$ cat src/rtl/eth_pkg.sv
// Shared types for the Ethernet TX scheduling slice: frame selector, scheduler
// state encoding, queued ICMP echo request record and a saturating counter helper.
package eth_pkg;

  typedef enum logic [1:0] {
    TX_NONE = 2'd0,
    TX_ARP  = 2'd1,
    TX_ICMP = 2'd2
  } tx_sel_t;

  typedef enum logic [1:0] {
    ST_IDLE      = 2'd0,
    ST_START     = 2'd1,
    ST_WAIT_DONE = 2'd2,
    ST_GAP       = 2'd3
  } sched_state_t;

  typedef struct packed {
    logic [15:0] id;
    logic [15:0] seq;
  } icmp_req_t;

  // Adds 0..2 to an 8-bit count, clamping at 255.
  function automatic logic [7:0] sat_add8(input logic [7:0] base, input logic [1:0] inc);
    logic [8:0] sum;
    sum = {1'b0, base} + {7'd0, inc};
    return (sum > 9'd255) ? 8'hFF : sum[7:0];
  endfunction

endpackage

$ cat src/rtl/icmp_req_fifo.sv
// Synchronous FIFO of decoded ICMP echo requests. When full, a pop in the same
// cycle frees the slot so a simultaneous push is still accepted.
module icmp_req_fifo
  import eth_pkg::*;
#(
  parameter int DEPTH = 4
) (
  input  logic                       aclk,
  input  logic                       aresetn,
  input  logic                       push,
  input  icmp_req_t                  push_data,
  input  logic                       pop,
  output icmp_req_t                  pop_data,
  output logic                       full,
  output logic                       empty,
  output logic [$clog2(DEPTH+1)-1:0] count
);

  localparam int AW = $clog2(DEPTH);
  localparam int CW = $clog2(DEPTH + 1);

  icmp_req_t     mem_r [DEPTH];
  logic [AW-1:0] wr_ptr_r;
  logic [AW-1:0] rd_ptr_r;
  logic [CW-1:0] count_r;
  logic          push_ok_s;
  logic          pop_ok_s;

  // Qualify push and pop against current occupancy
  always_comb begin
    pop_ok_s  = pop && (count_r != '0);
    push_ok_s = push && ((count_r != CW'(DEPTH)) || pop_ok_s);
  end

  // Storage, pointers and occupancy count
  always_ff @(posedge aclk or negedge aresetn) begin
    if (!aresetn) begin
      for (int i = 0; i < DEPTH; i++) begin
        mem_r[i] <= '0;
      end
      wr_ptr_r <= '0;
      rd_ptr_r <= '0;
      count_r  <= '0;
    end else begin
      if (push_ok_s) begin
        mem_r[wr_ptr_r] <= push_data;
        wr_ptr_r        <= wr_ptr_r + AW'(1);
      end
      if (pop_ok_s) begin
        rd_ptr_r <= rd_ptr_r + AW'(1);
      end
      case ({push_ok_s, pop_ok_s})
        2'b10:   count_r <= count_r + CW'(1);
        2'b01:   count_r <= count_r - CW'(1);
        default: count_r <= count_r;
      endcase
    end
  end

  // Status and head-of-queue view
  always_comb begin
    pop_data = mem_r[rd_ptr_r];
    full     = (count_r == CW'(DEPTH));
    empty    = (count_r == '0);
    count    = count_r;
  end

endmodule

$ cat src/rtl/eth_tx_sched.sv
// Transmit scheduler: shares the single TX frame builder between ARP replies and
// queued ICMP echo replies, round-robin, with a completion timeout and inter-frame gap.
module eth_tx_sched
  import eth_pkg::*;
#(
  parameter int ICMP_DEPTH     = 4,
  parameter int IFG_CYCLES     = 12,
  parameter int TIMEOUT_CYCLES = 4096
) (
  input  logic                            aclk,
  input  logic                            aresetn,
  input  logic                            arp_reply_req,
  input  logic                            icmp_request_done,
  input  logic [15:0]                     icmp_id,
  input  logic [15:0]                     icmp_seq_num,
  output logic                            tx_start,
  output logic [1:0]                      tx_sel,
  output logic [15:0]                     tx_icmp_id,
  output logic [15:0]                     tx_icmp_seq_num,
  input  logic                            tx_done,
  output logic                            tx_timeout,
  output logic [$clog2(ICMP_DEPTH+1)-1:0] icmp_pending,
  output logic [7:0]                      drop_cnt
);

  localparam int TMO_W = $clog2(TIMEOUT_CYCLES + 1);
  localparam int GAP_W = $clog2(IFG_CYCLES + 1);

  sched_state_t state_r;
  tx_sel_t      tx_sel_r;
  logic         tx_start_r;
  logic         tx_timeout_r;
  logic [15:0]  tx_id_r;
  logic [15:0]  tx_seq_r;
  logic [TMO_W-1:0] tmo_cnt_r;
  logic [GAP_W-1:0] gap_cnt_r;
  logic         arp_pend_r;
  logic         last_icmp_r;
  logic [7:0]   drop_cnt_r;

  icmp_req_t    push_req_s;
  icmp_req_t    head_req_s;
  logic         fifo_full_s;
  logic         fifo_empty_s;
  logic         grant_arp_s;
  logic         grant_icmp_s;
  logic         arp_drop_s;
  logic         icmp_drop_s;

  // Pack the parsed echo request for queueing
  always_comb begin
    push_req_s.id  = icmp_id;
    push_req_s.seq = icmp_seq_num;
  end

  icmp_req_fifo #(
    .DEPTH (ICMP_DEPTH)
  ) u_icmp_fifo (
    .aclk      (aclk),
    .aresetn   (aresetn),
    .push      (icmp_request_done),
    .push_data (push_req_s),
    .pop       (grant_icmp_s),
    .pop_data  (head_req_s),
    .full      (fifo_full_s),
    .empty     (fifo_empty_s),
    .count     (icmp_pending)
  );

  // Round-robin grant: on a tie the source not granted last time wins
  always_comb begin
    grant_arp_s  = 1'b0;
    grant_icmp_s = 1'b0;
    if (state_r == ST_IDLE) begin
      if (arp_pend_r && !fifo_empty_s) begin
        grant_arp_s  = last_icmp_r;
        grant_icmp_s = !last_icmp_r;
      end else begin
        grant_arp_s  = arp_pend_r;
        grant_icmp_s = !fifo_empty_s;
      end
    end else begin
      grant_arp_s  = 1'b0;
      grant_icmp_s = 1'b0;
    end
  end

  // Drop detection; a grant in the same cycle makes room for the new request
  always_comb begin
    arp_drop_s  = arp_reply_req && arp_pend_r && !grant_arp_s;
    icmp_drop_s = icmp_request_done && fifo_full_s && !grant_icmp_s;
  end

  // ARP pending flag and saturating drop counter
  always_ff @(posedge aclk or negedge aresetn) begin
    if (!aresetn) begin
      arp_pend_r <= 1'b0;
      drop_cnt_r <= 8'd0;
    end else begin
      if (arp_reply_req) begin
        arp_pend_r <= 1'b1;
      end else if (grant_arp_s) begin
        arp_pend_r <= 1'b0;
      end
      drop_cnt_r <= sat_add8(drop_cnt_r, {1'b0, arp_drop_s} + {1'b0, icmp_drop_s});
    end
  end

  // Scheduler FSM with registered builder-facing outputs
  always_ff @(posedge aclk or negedge aresetn) begin
    if (!aresetn) begin
      state_r      <= ST_IDLE;
      tx_start_r   <= 1'b0;
      tx_sel_r     <= TX_NONE;
      tx_id_r      <= 16'd0;
      tx_seq_r     <= 16'd0;
      tx_timeout_r <= 1'b0;
      tmo_cnt_r    <= '0;
      gap_cnt_r    <= '0;
      last_icmp_r  <= 1'b1;
    end else begin
      case (state_r)
        ST_IDLE: begin
          if (grant_arp_s || grant_icmp_s) begin
            state_r     <= ST_START;
            tx_start_r  <= 1'b1;
            tmo_cnt_r   <= '0;
            last_icmp_r <= grant_icmp_s;
            if (grant_icmp_s) begin
              tx_sel_r <= TX_ICMP;
              tx_id_r  <= head_req_s.id;
              tx_seq_r <= head_req_s.seq;
            end else begin
              tx_sel_r <= TX_ARP;
              tx_id_r  <= 16'd0;
              tx_seq_r <= 16'd0;
            end
          end
        end
        ST_START: begin
          tx_start_r <= 1'b0;
          tmo_cnt_r  <= tmo_cnt_r + TMO_W'(1);
          state_r    <= ST_WAIT_DONE;
        end
        ST_WAIT_DONE: begin
          // tmo_cnt_r equals cycles since tx_start; the pulse lands exactly TIMEOUT_CYCLES after it
          if (tx_done) begin
            state_r   <= ST_GAP;
            tx_sel_r  <= TX_NONE;
            gap_cnt_r <= '0;
          end else if (tmo_cnt_r == TMO_W'(TIMEOUT_CYCLES - 1)) begin
            state_r      <= ST_GAP;
            tx_sel_r     <= TX_NONE;
            tx_timeout_r <= 1'b1;
            gap_cnt_r    <= '0;
          end else begin
            tmo_cnt_r <= tmo_cnt_r + TMO_W'(1);
          end
        end
        ST_GAP: begin
          tx_timeout_r <= 1'b0;
          if (gap_cnt_r == GAP_W'(IFG_CYCLES - 1)) begin
            state_r <= ST_IDLE;
          end else begin
            gap_cnt_r <= gap_cnt_r + GAP_W'(1);
          end
        end
        default: begin
          state_r    <= ST_IDLE;
          tx_start_r <= 1'b0;
          tx_sel_r   <= TX_NONE;
        end
      endcase
    end
  end

  // Output drive
  always_comb begin
    tx_start        = tx_start_r;
    tx_sel          = tx_sel_r;
    tx_icmp_id      = tx_id_r;
    tx_icmp_seq_num = tx_seq_r;
    tx_timeout      = tx_timeout_r;
    drop_cnt        = drop_cnt_r;
  end

endmodule

$ cat config.mk
export PLATFORM = sky130hd
export DESIGN_NAME = eth_tx_sched
export DESIGN_NICKNAME = d
export VERILOG_FILES = /design/src/rtl/eth_pkg.sv /design/src/rtl/icmp_req_fifo.sv /design/src/rtl/eth_tx_sched.sv
export SDC_FILE = /design/constraint.sdc
export NUM_CORES = 1
export LEC_CHECK = 0
export CAP_MARGIN = 10
export CORE_MARGIN = 3
export CORE_UTILIZATION = 50
export DETAILED_ROUTE_END_ITERATION = 8
export PLACE_DENSITY = 0.8
export SETUP_SLACK_MARGIN = 0.1
export SYNTH_ARGS = -nofsm -noshare
export SYNTH_HDL_FRONTEND = slang
export SYNTH_HIERARCHICAL = 1
export SYNTH_SLANG_ARGS = --single-unit
$ cat constraint.sdc
create_clock -name aclk -period 3.3 [get_ports aclk]
set_input_delay 0.66 -clock aclk [delete_from_list [all_inputs] [get_ports aclk]]
set_output_delay 0.66 -clock aclk [all_outputs]
set_load 0.05 [all_outputs]
## Word-level counts from Yosys, hierarchy flattened

Cells that the tools add are included.

- Bits in registers: 200
- Input port bits: 37
- Output and inout port bits: 47
- Word-level logic and storage cells: 121

- Add/sub/neg operators: 8
- $lt $le $gt $ge: 4
- Equality and inequality tests: 16
- Multiplexer cells: 39
- Bitwise operators: 2
- Reductions and logical operators: 30

Operators with widths:

| kind | count |
|---|---|
| $bwmux 128 | 1 |
| $mux 32 | 3 |
| $bmux 32 s2 | 1 |
| $demux 32 s2 | 1 |
| $mux 13 | 3 |
| $pmux 13 s3 | 1 |
| $mux 16 | 2 |
| $mux 2 | 8 |
| $add 13x1->13 const B | 1 |
| $eq 13x12->1 const B | 1 |
| $mux 4 | 3 |
| $reduce_and 3->1 | 4 |
| $ne 2x2->1 const B | 5 |
| $reduce_bool 2->1 | 5 |
| $add 8x2->9 | 1 |
| $gt 9x8->1 const B | 1 |
| $mux 1 | 9 |
| $logic_and 1x1->1 | 8 |
| $mux 8 | 1 |
| $pmux 2 s4 | 1 |
| $pmux 4 s2 | 1 |
| $eq 2x2->1 const B | 3 |
| $ge 3x3->1 const B | 2 |
| $ne 3x3->1 const B | 2 |
| other kinds (21) | 31 |

## Logic depth before layout (Yosys ltp)

Gate-level depths: netlist of run 1.

- Depth in word-level cells: 11
- Mapped depth: 13
- Gate-level depth less buffers: 12

## Cells and area by module

The synthesis of run 1 kept the hierarchy.

Modules (own cells, without submodules):

| module | times used | cells each | area each (sq um) | sequential area each (sq um) |
|---|---|---|---|---|
| icmp_req_fifo | 1 | 349 | 5,973.2 | 3,378.2 |
| eth_tx_sched | 1 | 262 | 2,997.9 | 1,627.8 |

## Worst setup path after synthesis of run 1

No wires, ideal clock.

- Path type: flip-flop to flip-flop
- From: register u_icmp_fifo.count_r[0] (netlist: u_icmp_fifo/count[0])
- To: register u_icmp_fifo.count_r[2] (netlist: u_icmp_fifo/count[2])
- Library setup time: 0.082 ns
- Arrival: 3.071 ns
- Required time: 3.218 ns
- Path slack: 0.147 ns
- Stages on the path, launching flop included: 13
- Buffers on the path: 1
- Clock period less this slack: 3.153 ns
- Cell sequence: dfrtp_1 -> nor3_1 -> nor2b_1 -> a21boi_1 -> clkbuf_1 -> nor4b_4 -> nand2b_1 -> ha_1 -> inv_1 -> fa_1 -> xor2_1 -> nor2_1 -> xor2_1

- Cells in the longest elaborated chain, start to end: 10
- Elaborated cells between the ends (all ways): 16
- Classes of those cells: add/sub: 2; eq/ne: 3; mux: 3; reduce/logical: 8

Ends and longest elaborated chain:

| element | RTL line | RTL |
|---|---|---|
| from (decl) | icmp_req_fifo.sv:25 | `logic [CW-1:0] count_r;` |
| from (signal assigned) | icmp_req_fifo.sv:53 | `2'b10: count_r <= count_r + CW'(1);` |
| from (signal assigned) | icmp_req_fifo.sv:54 | `2'b01: count_r <= count_r - CW'(1);` |
| from (signal assigned) | icmp_req_fifo.sv:55 | `default: count_r <= count_r;` |
| $logic_not 3->1 * | icmp_req_fifo.sv:64 | `empty = (count_r == '0);` |
| net fifo_empty_s | eth_tx_sched.sv:44 | `logic fifo_empty_s;` |
| $logic_not 1->1 * | eth_tx_sched.sv:75, eth_tx_sched.sv:80 |  |
| $logic_and 1x1->1 | eth_tx_sched.sv:75 | `if (arp_pend_r && !fifo_empty_s) begin` |
| $mux 1 * | eth_tx_sched.sv:75 |  |
| $mux 1 * | eth_tx_sched.sv:74 | `if (state_r == ST_IDLE) begin` |
| net grant_icmp_s | eth_tx_sched.sv:46 | `logic grant_icmp_s;` |
| $logic_and 1x1->1 * | icmp_req_fifo.sv:31 | `pop_ok_s = pop && (count_r != '0);` |
| $logic_or 1x1->1 | icmp_req_fifo.sv:32 | `push_ok_s = push && ((count_r != CW'(DEPTH)) \|\| pop_ok_s);` |
| $logic_and 1x1->1 | icmp_req_fifo.sv:32 |  |
| $eq 2x1->1 or $eq 2x2->1 (tied branches) | icmp_req_fifo.sv:52 | `case ({push_ok_s, pop_ok_s})` |
| $pmux 3 s2 or $reduce_bool 2->1 (tied branches) | - |  |

Mark *: on every way through the listed nets, which the timed path passes. The rest lies on a longest branch.
A chain may end at the register's enable or synchronous reset.

## Worst setup path in the final report of run 1

- From: register state_r[1]
- To: register u_icmp_fifo.count_r[2] (netlist: u_icmp_fifo/count[2])

- Cells in the longest elaborated chain, start to end: 7
- Elaborated cells between the ends (all ways): 9
- Classes of those cells: eq/ne: 2; mux: 2; reduce/logical: 5

Ends and longest elaborated chain:

| element | RTL line | RTL |
|---|---|---|
| from (decl) | eth_tx_sched.sv:29 | `sched_state_t state_r;` |
| from (signal assigned) | eth_tx_sched.sv:112 | `state_r <= ST_IDLE;` |
| from (signal assigned) | eth_tx_sched.sv:125 | `state_r <= ST_START;` |
| from (signal assigned) | eth_tx_sched.sv:143 | `state_r <= ST_WAIT_DONE;` |
| $logic_not 2->1 * | eth_tx_sched.sv:74 |  |
| $mux 1 * | eth_tx_sched.sv:74 |  |
| $logic_and 1x1->1 * | icmp_req_fifo.sv:31 |  |
| net u_icmp_fifo.pop_ok_s | icmp_req_fifo.sv:27 | `logic pop_ok_s;` |
| $logic_or 1x1->1 | icmp_req_fifo.sv:32 |  |
| $logic_and 1x1->1 | icmp_req_fifo.sv:32 |  |
| $eq 2x1->1 or $eq 2x2->1 (tied branches) | icmp_req_fifo.sv:52 |  |
| $pmux 3 s2 or $reduce_bool 2->1 (tied branches) | - |  |

Marks and branches as above.

==> impl_metrics.tcl, run 1 <==
set metrics [dict create \
    status "completed" \
    core_mm2 0.0174 \
    maxCapViolations 0 \
    place.gp.congestion 0.767 \
    arrival_ns 3.20 \
    grt_pass1_wl_um 31600 \
    synth_edf_count 0 \
    leakagePower_nw 4.46 \
    yosysSeqAreaShare 0.558 \
    synthCells 611 \
    hold_buffers 0 \
    ys_warn_count 6 \
    multiInputGateArea_mm2 0.00374 \
    grt_max_degree 76 \
    yosysTopAreaCell "dfrtp_1" \
    synth_cell_types 53 \
    io_pins 84 \
    nets 744 \
    cts_inserted_buffers 17 \
    syn_nets 662 \
    max-slew-margin-rel 0.357 \
    ys.flop_type "dfrtp_1" \
    startpoint_type "register" \
    drtAntennaViolNets 0 \
    avgSynthCellArea_um2 14.7 \
    via_per_inst 5.93 \
    die_w_um 140 \
    grt_setup_unrepaired "no" \
    slew_violations 0 \
    clock_skew_ns 0.0128 \
    crit_fanout 12 \
    cts_root_buf "clkbuf_16" \
    worst_pin_slew_ns 0.964 \
    critPathCaptureType "register" \
    drt_pass1_iterations 5 \
    critPathLaunch "state_r[1]$_DFFE_PN0P_" \
    mappedNetlistArea_mm2 0.00897 \
    clk_latency_ns 0.43 \
    max_clock_freq_mhz 351 \
    fin_crit_sh 0.863 \
    synth_commonest_cells "dfrtp_1, mux2_2, a22o_1" \
    yosys.area.top_type_share 0.555 \
    seqCellArea_mm2 0.00501 \
    fin_tns_setup_ns 0 \
    r2r_cells 11 \
    hold_ws_ns 0.216 \
    yosys-top-cells-area "dfrtp_1, mux2_2, mux4_2" \
    io_buffer_count 83 \
    powerDensity_mw_per_mm2 1040 \
    die_height_um 140 \
    cts_buffer_depth 2 \
    drive_above_1_share 0.316 \
    overflow 0 \
    row_count 48 \
    synth_most_common_cell "dfrtp_1" \
    htreeDepth 4 \
    cts.clk_slew.worst_paths_ns 0.07 \
    ff2ff_setup_slack_ns 0.45 \
    grt.total_usage 0.202 \
    cts_resized 0 \
    reg2reg_to "u_icmp_fifo/count[2]$_DFFE_PN0P_" \
    ir_drop_mv 0.546 \
    hp-class "in -> async" \
    cp.required_ns 3.66 \
    vias 5525 \
    min_period_ns 2.85 \
    wirelength_um 19100 \
    die_area_mm2 0.0196 \
    area_growth_pct 18.6 \
    n_antenna_cell 0 \
    r2r-start "state_r[1]$_DFFE_PN0P_" \
    wl_per_cell_um 20.5 \
    final_hold_viol_count 0 \
    initial_core_util 0.515 \
    power_mw 11.1 \
    async_flop_share 1.00 \
    path_class "reg -> reg" \
    dp_hpwl_um 11900 \
    drt_iter0_markers 401 \
    antenna_found_initial 0 \
    ys_seq_elements 200 \
    setup_viol 0 \
    post-route-drc-count 0 \
    cts_setup_buffers 0 \
    grt_pass1_vias 6047 \
    nFillCells 1329 \
    cts_tree "built" \
    clock_sinks 200 \
]
[metal layers]
layer / vias to the layer above / track usage / wire length [um]
met5: - / 0 / 0
met4: 0 / 0.0439 / 153
met3: 11 / 0.0399 / 763
met2: 126 / 0.351 / 9880
met1: 2935 / 0.266 / 8280
li1: 2453 / - / -
[worst max-delay path, stage by stage (launching register included)]
cell	delay [ns]
dfrtp_1	0.40
inv_1	0.12
ha_1	0.43
nor2b_1	0.25
a21boi_4	0.28
o31a_1	0.23
ha_1	0.20
inv_1	0.06
fa_1	0.38
xor2_1	0.15
nor2_1	0.12
xor2_1	0.15
[logic make-up after synthesis]
kind of cell / after synthesis / synth area share
simple gates: 82 / 0.0527
mux: 163 / 0.244
flops: 200 / 0.558
buf+inv: 49 / 0.0314
xor+xnor: 10 / 0.00976
compound gates: 93 / 0.0824
fa+ha+maj: 14 / 0.0212
[registers in the layout, summed over array words and instances (netlist names)]
register              flops
u_icmp_fifo/count         3
state_r                   2
u_icmp_fifo/wr_ptr_r      2
tx_sel                    2
gap_cnt_r                 4
tx_start                  1
tmo_cnt_r                13
drop_cnt                  8
tx_icmp_id               16
tx_icmp_seq_num          16
last_icmp_r               1
arp_pend_r                1
tx_timeout                1
u_icmp_fifo/mem_r       128
u_icmp_fifo/rd_ptr_r      2
[power by group]
| group | switching, mW | total [mW] | leakage (nW) | internal, mW |
|---|---|---|---|---|
| registers | 0.755 | 4.31 | 2.45 | 3.55 |
| clock network | 0.960 | 1.97 | 0.268 | 1.01 |
| logic | 2.35 | 4.78 | 1.74 | 2.43 |
| total | 4.07 | 11.1 | 4.46 | 6.99 |
[metrics by stage]
stage	instances	setup WS [ns]	util	instance area, um^2
after CTS	931	0.448	0.611	10600
final	931	0.454	0.611	10600
after detailed placement	899	0.471	0.579	10100
after global routing	931	0.157	0.611	10600
after floorplan	611	0.147	-	8970
after global placement	899	0.631	0.579	10100
[cell usage in the layout (no fill, tap or decap), types with 3 or more instances in the layout]
cell type	count
a21oi_1	5
a22o_1	34
and3_1	4
buf_12	5
buf_4	8
clkbuf_16	17
clkdlybuf4s50_1	82
clkinv_4	5
clkinvlp_4	3
dfrtp_1	197
ha_1	12
inv_1	16
inv_8	3
mux2_2	129
mux4_2	32
nand2_1	19
nand2b_1	5
nand3_1	11
nand4_1	4
nor2_1	9
nor2_4	4
nor2b_1	3
nor3_1	3
nor3b_1	3
o21ai_0	11
o31a_1	4
o31ai_1	14
o41ai_1	3
or4_1	5
xnor2_1	4
xor2_1	6
[area by class of cell]
type	count	area share
well taps	225	0.0265
inverters	16	0.00565
flip-flops and latches	200	0.471
clock inverters	14	0.0112
repair buffers	96	0.0935
clock buffers	18	0.0413
multi-input cells	362	0.351
[worst max-delay path by stage]
stage / endpoint / slack (ns)
finish: u_icmp_fifo/count[2]$_DFFE_PN0P_ / 0.45
global route: u_icmp_fifo/count[2]$_DFFE_PN0P_ / 0.16
CTS: u_icmp_fifo/count[2]$_DFFE_PN0P_ / 0.45
detailed placement: u_icmp_fifo/count[2]$_DFFE_PN0P_ / 0.47
global placement: u_icmp_fifo/count[2]$_DFFE_PN0P_ / 0.63
floorplan: u_icmp_fifo/count[2]$_DFFE_PN0P_ / 0.15
No activity file was read; power rests on OpenSTA's default activity.
==> run 2, diff against run 1 <==
==> constraint.sdc (replaced) <==
create_clock -name aclk -period 3.02 [get_ports aclk]
set_input_delay 0.604 -clock aclk [delete_from_list [all_inputs] [get_ports aclk]]
set_output_delay 0.604 -clock aclk [all_outputs]
set_load 0.05 [all_outputs]
==> impl_metrics.tcl, run 2 (synthesized netlist as in run 1, its figures left out) <==
set metrics [dict create \
    status "completed" \
    slew_violations 0 \
    area_growth_pct 19.3 \
    drive_above_1_share 0.319 \
    cp.required_ns 3.37 \
    arrival_ns 2.98 \
    r2r_cells 11 \
    post-route-drc-count 0 \
    p_clk_frac 0.182 \
    wl_per_cell_um 21.0 \
    power_frac_comb 0.432 \
    place.gp.congestion 0.777 \
    grt_pass1_wl_um 32600 \
    crit_fanout 5 \
    worst_pin_slew_ns 0.944 \
    clock_sinks 200 \
    clk_latency_ns 0.43 \
    hold_buffers 0 \
    place_area_mm2 0.0101 \
    grt_setup_unrepaired "no" \
    clock_skew_ns 0.0110 \
    grt_max_degree 86 \
    ff2ff_setup_slack_ns 0.39 \
    mostFrequentLayoutCells "dfrtp_1, mux2_2, clkdlybuf4s50_1, a22o_1, mux4_2" \
    antenna_found_initial 0 \
    cts_resized 0 \
    startpoint_type "register" \
    core_mm2 0.0174 \
    cts_buffer_depth 2 \
    fin_crit_sh 0.872 \
    die_w_um 140 \
    nets 748 \
    n_antenna_cell 0 \
    nFillCells 1332 \
    path_class "reg -> reg" \
    max_clock_freq_mhz 380 \
    wirelength_um 19600 \
    fin_tns_setup_ns 0 \
    drtAntennaViolNets 0 \
    cts_root_buf "clkbuf_16" \
    r2r-start "u_icmp_fifo/count[1]$_DFFE_PN0P_" \
    setup_viol 0 \
    io_buffer_count 83 \
    row_count 48 \
    power_mw 12.3 \
    die_height_um 140 \
    p_int_mw 7.87 \
    final_hold_viol_count 0 \
    cts_setup_buffers 0 \
    seq_power_share 0.386 \
    reg2reg_to "u_icmp_fifo/count[2]$_DFFE_PN0P_" \
    drt_pass1_iterations 4 \
    maxCapViolations 0 \
    hp-class "in -> async" \
    cts.clk_slew.worst_paths_ns 0.07 \
    grt_pass1_vias 6221 \
    hold_ws_ns 0.209 \
    largest_reg_flops 128 \
    die_area_mm2 0.0196 \
    max-slew-margin-rel 0.371 \
    largest_register "u_icmp_fifo/mem_r" \
    final_common_cell "dfrtp_1" \
    min_period_ns 2.63 \
    io_pins 84 \
    design_area_mm2 0.0107 \
    vias 5543 \
    critPathCaptureType "register" \
    initial_core_util 0.515 \
    drt_iter0_markers 326 \
    powerDensity_mw_per_mm2 1150 \
    swShare 0.360 \
    via_per_inst 5.94 \
    htreeDepth 4 \
    p_sw_mw 4.43 \
    leakagePower_nw 4.49 \
    cts_tree "built" \
    ir_drop_mv 0.900 \
    grt.total_usage 0.209 \
    cts_inserted_buffers 17 \
    overflow 0 \
    dp_hpwl_um 12500 \
]
[run 2: layer usage]
layer / track usage / share of wire / vias to the layer above / wire length [um]
met3: 0.0417 / 0.042 / 21 / 819
met5: 0 / 0 / - / 0
met4: 0.0622 / 0.012 / 0 / 245
li1: - / - / 2464 / -
met2: 0.355 / 0.52 / 118 / 10200
met1: 0.275 / 0.43 / 2940 / 8360
[run 2: power groups by stage]
| stage | clock [mW] | combinational [mW] | sequential [mW] |
|---|---|---|---|
| after floorplan | 0 | 3.37 | 5.12 |
| final | 2.24 | 5.31 | 4.75 |
| after global placement | 0 | 5.13 | 4.65 |
| after detailed placement | 0 | 5.34 | 4.79 |
| after global routing | 2.39 | 5.68 | 4.90 |
| after CTS | 2.28 | 5.36 | 4.75 |
[run 2: cell type report]
| type | count | area (um^2) | area share |
|---|---|---|---|
| Tap cell | 225 | 282 | 0.0263 |
| Clock inverter | 7 | 95.1 | 0.00889 |
| Timing Repair Buffer | 100 | 1020 | 0.0958 |
| Clock buffer | 23 | 478 | 0.0447 |
| Inverter | 16 | 60.1 | 0.00561 |
| Multi-Input combinational cell | 362 | 3750 | 0.350 |
| Sequential cell | 200 | 5010 | 0.468 |
[run 2: through the flow]
step | worst slack, ns | util | instances
2_1_floorplan | 0.135 | - | 611
3_3_place_gp | 0.506 | 0.581 | 903
3_5_place_dp | 0.356 | 0.581 | 903
4_1_cts | 0.395 | 0.614 | 933
5_1_grt | 0.238 | 0.614 | 933
6_report | 0.386 | 0.614 | 933
[run 2: worst max path at each step]
stage                                     startpoint                          endpoint  depth (start not counted)
global route        u_icmp_fifo/count[1]$_DFFE_PN0P_  u_icmp_fifo/count[2]$_DFFE_PN0P_                         11
detailed placement                 icmp_request_done             drop_cnt[2]$_DFF_PN0_                          8
global placement                   icmp_request_done             drop_cnt[1]$_DFF_PN0_                          8
floorplan           u_icmp_fifo/count[0]$_DFFE_PN0P_  u_icmp_fifo/count[2]$_DFFE_PN0P_                         11
CTS                 u_icmp_fifo/count[1]$_DFFE_PN0P_  u_icmp_fifo/count[2]$_DFFE_PN0P_                         11
finish              u_icmp_fifo/count[1]$_DFFE_PN0P_  u_icmp_fifo/count[2]$_DFFE_PN0P_                         11
[run 2: critical path: stages (launching register included)]
cell and delay (ns):
dfrtp_2 0.47, nor3_4 0.28, nor2b_1 0.09, a21boi_4 0.17, nor4b_4 0.25, nand2b_1 0.21
ha_1 0.20, inv_1 0.06, fa_1 0.37, xor2_1 0.15, nor2_1 0.13, xor2_1 0.18
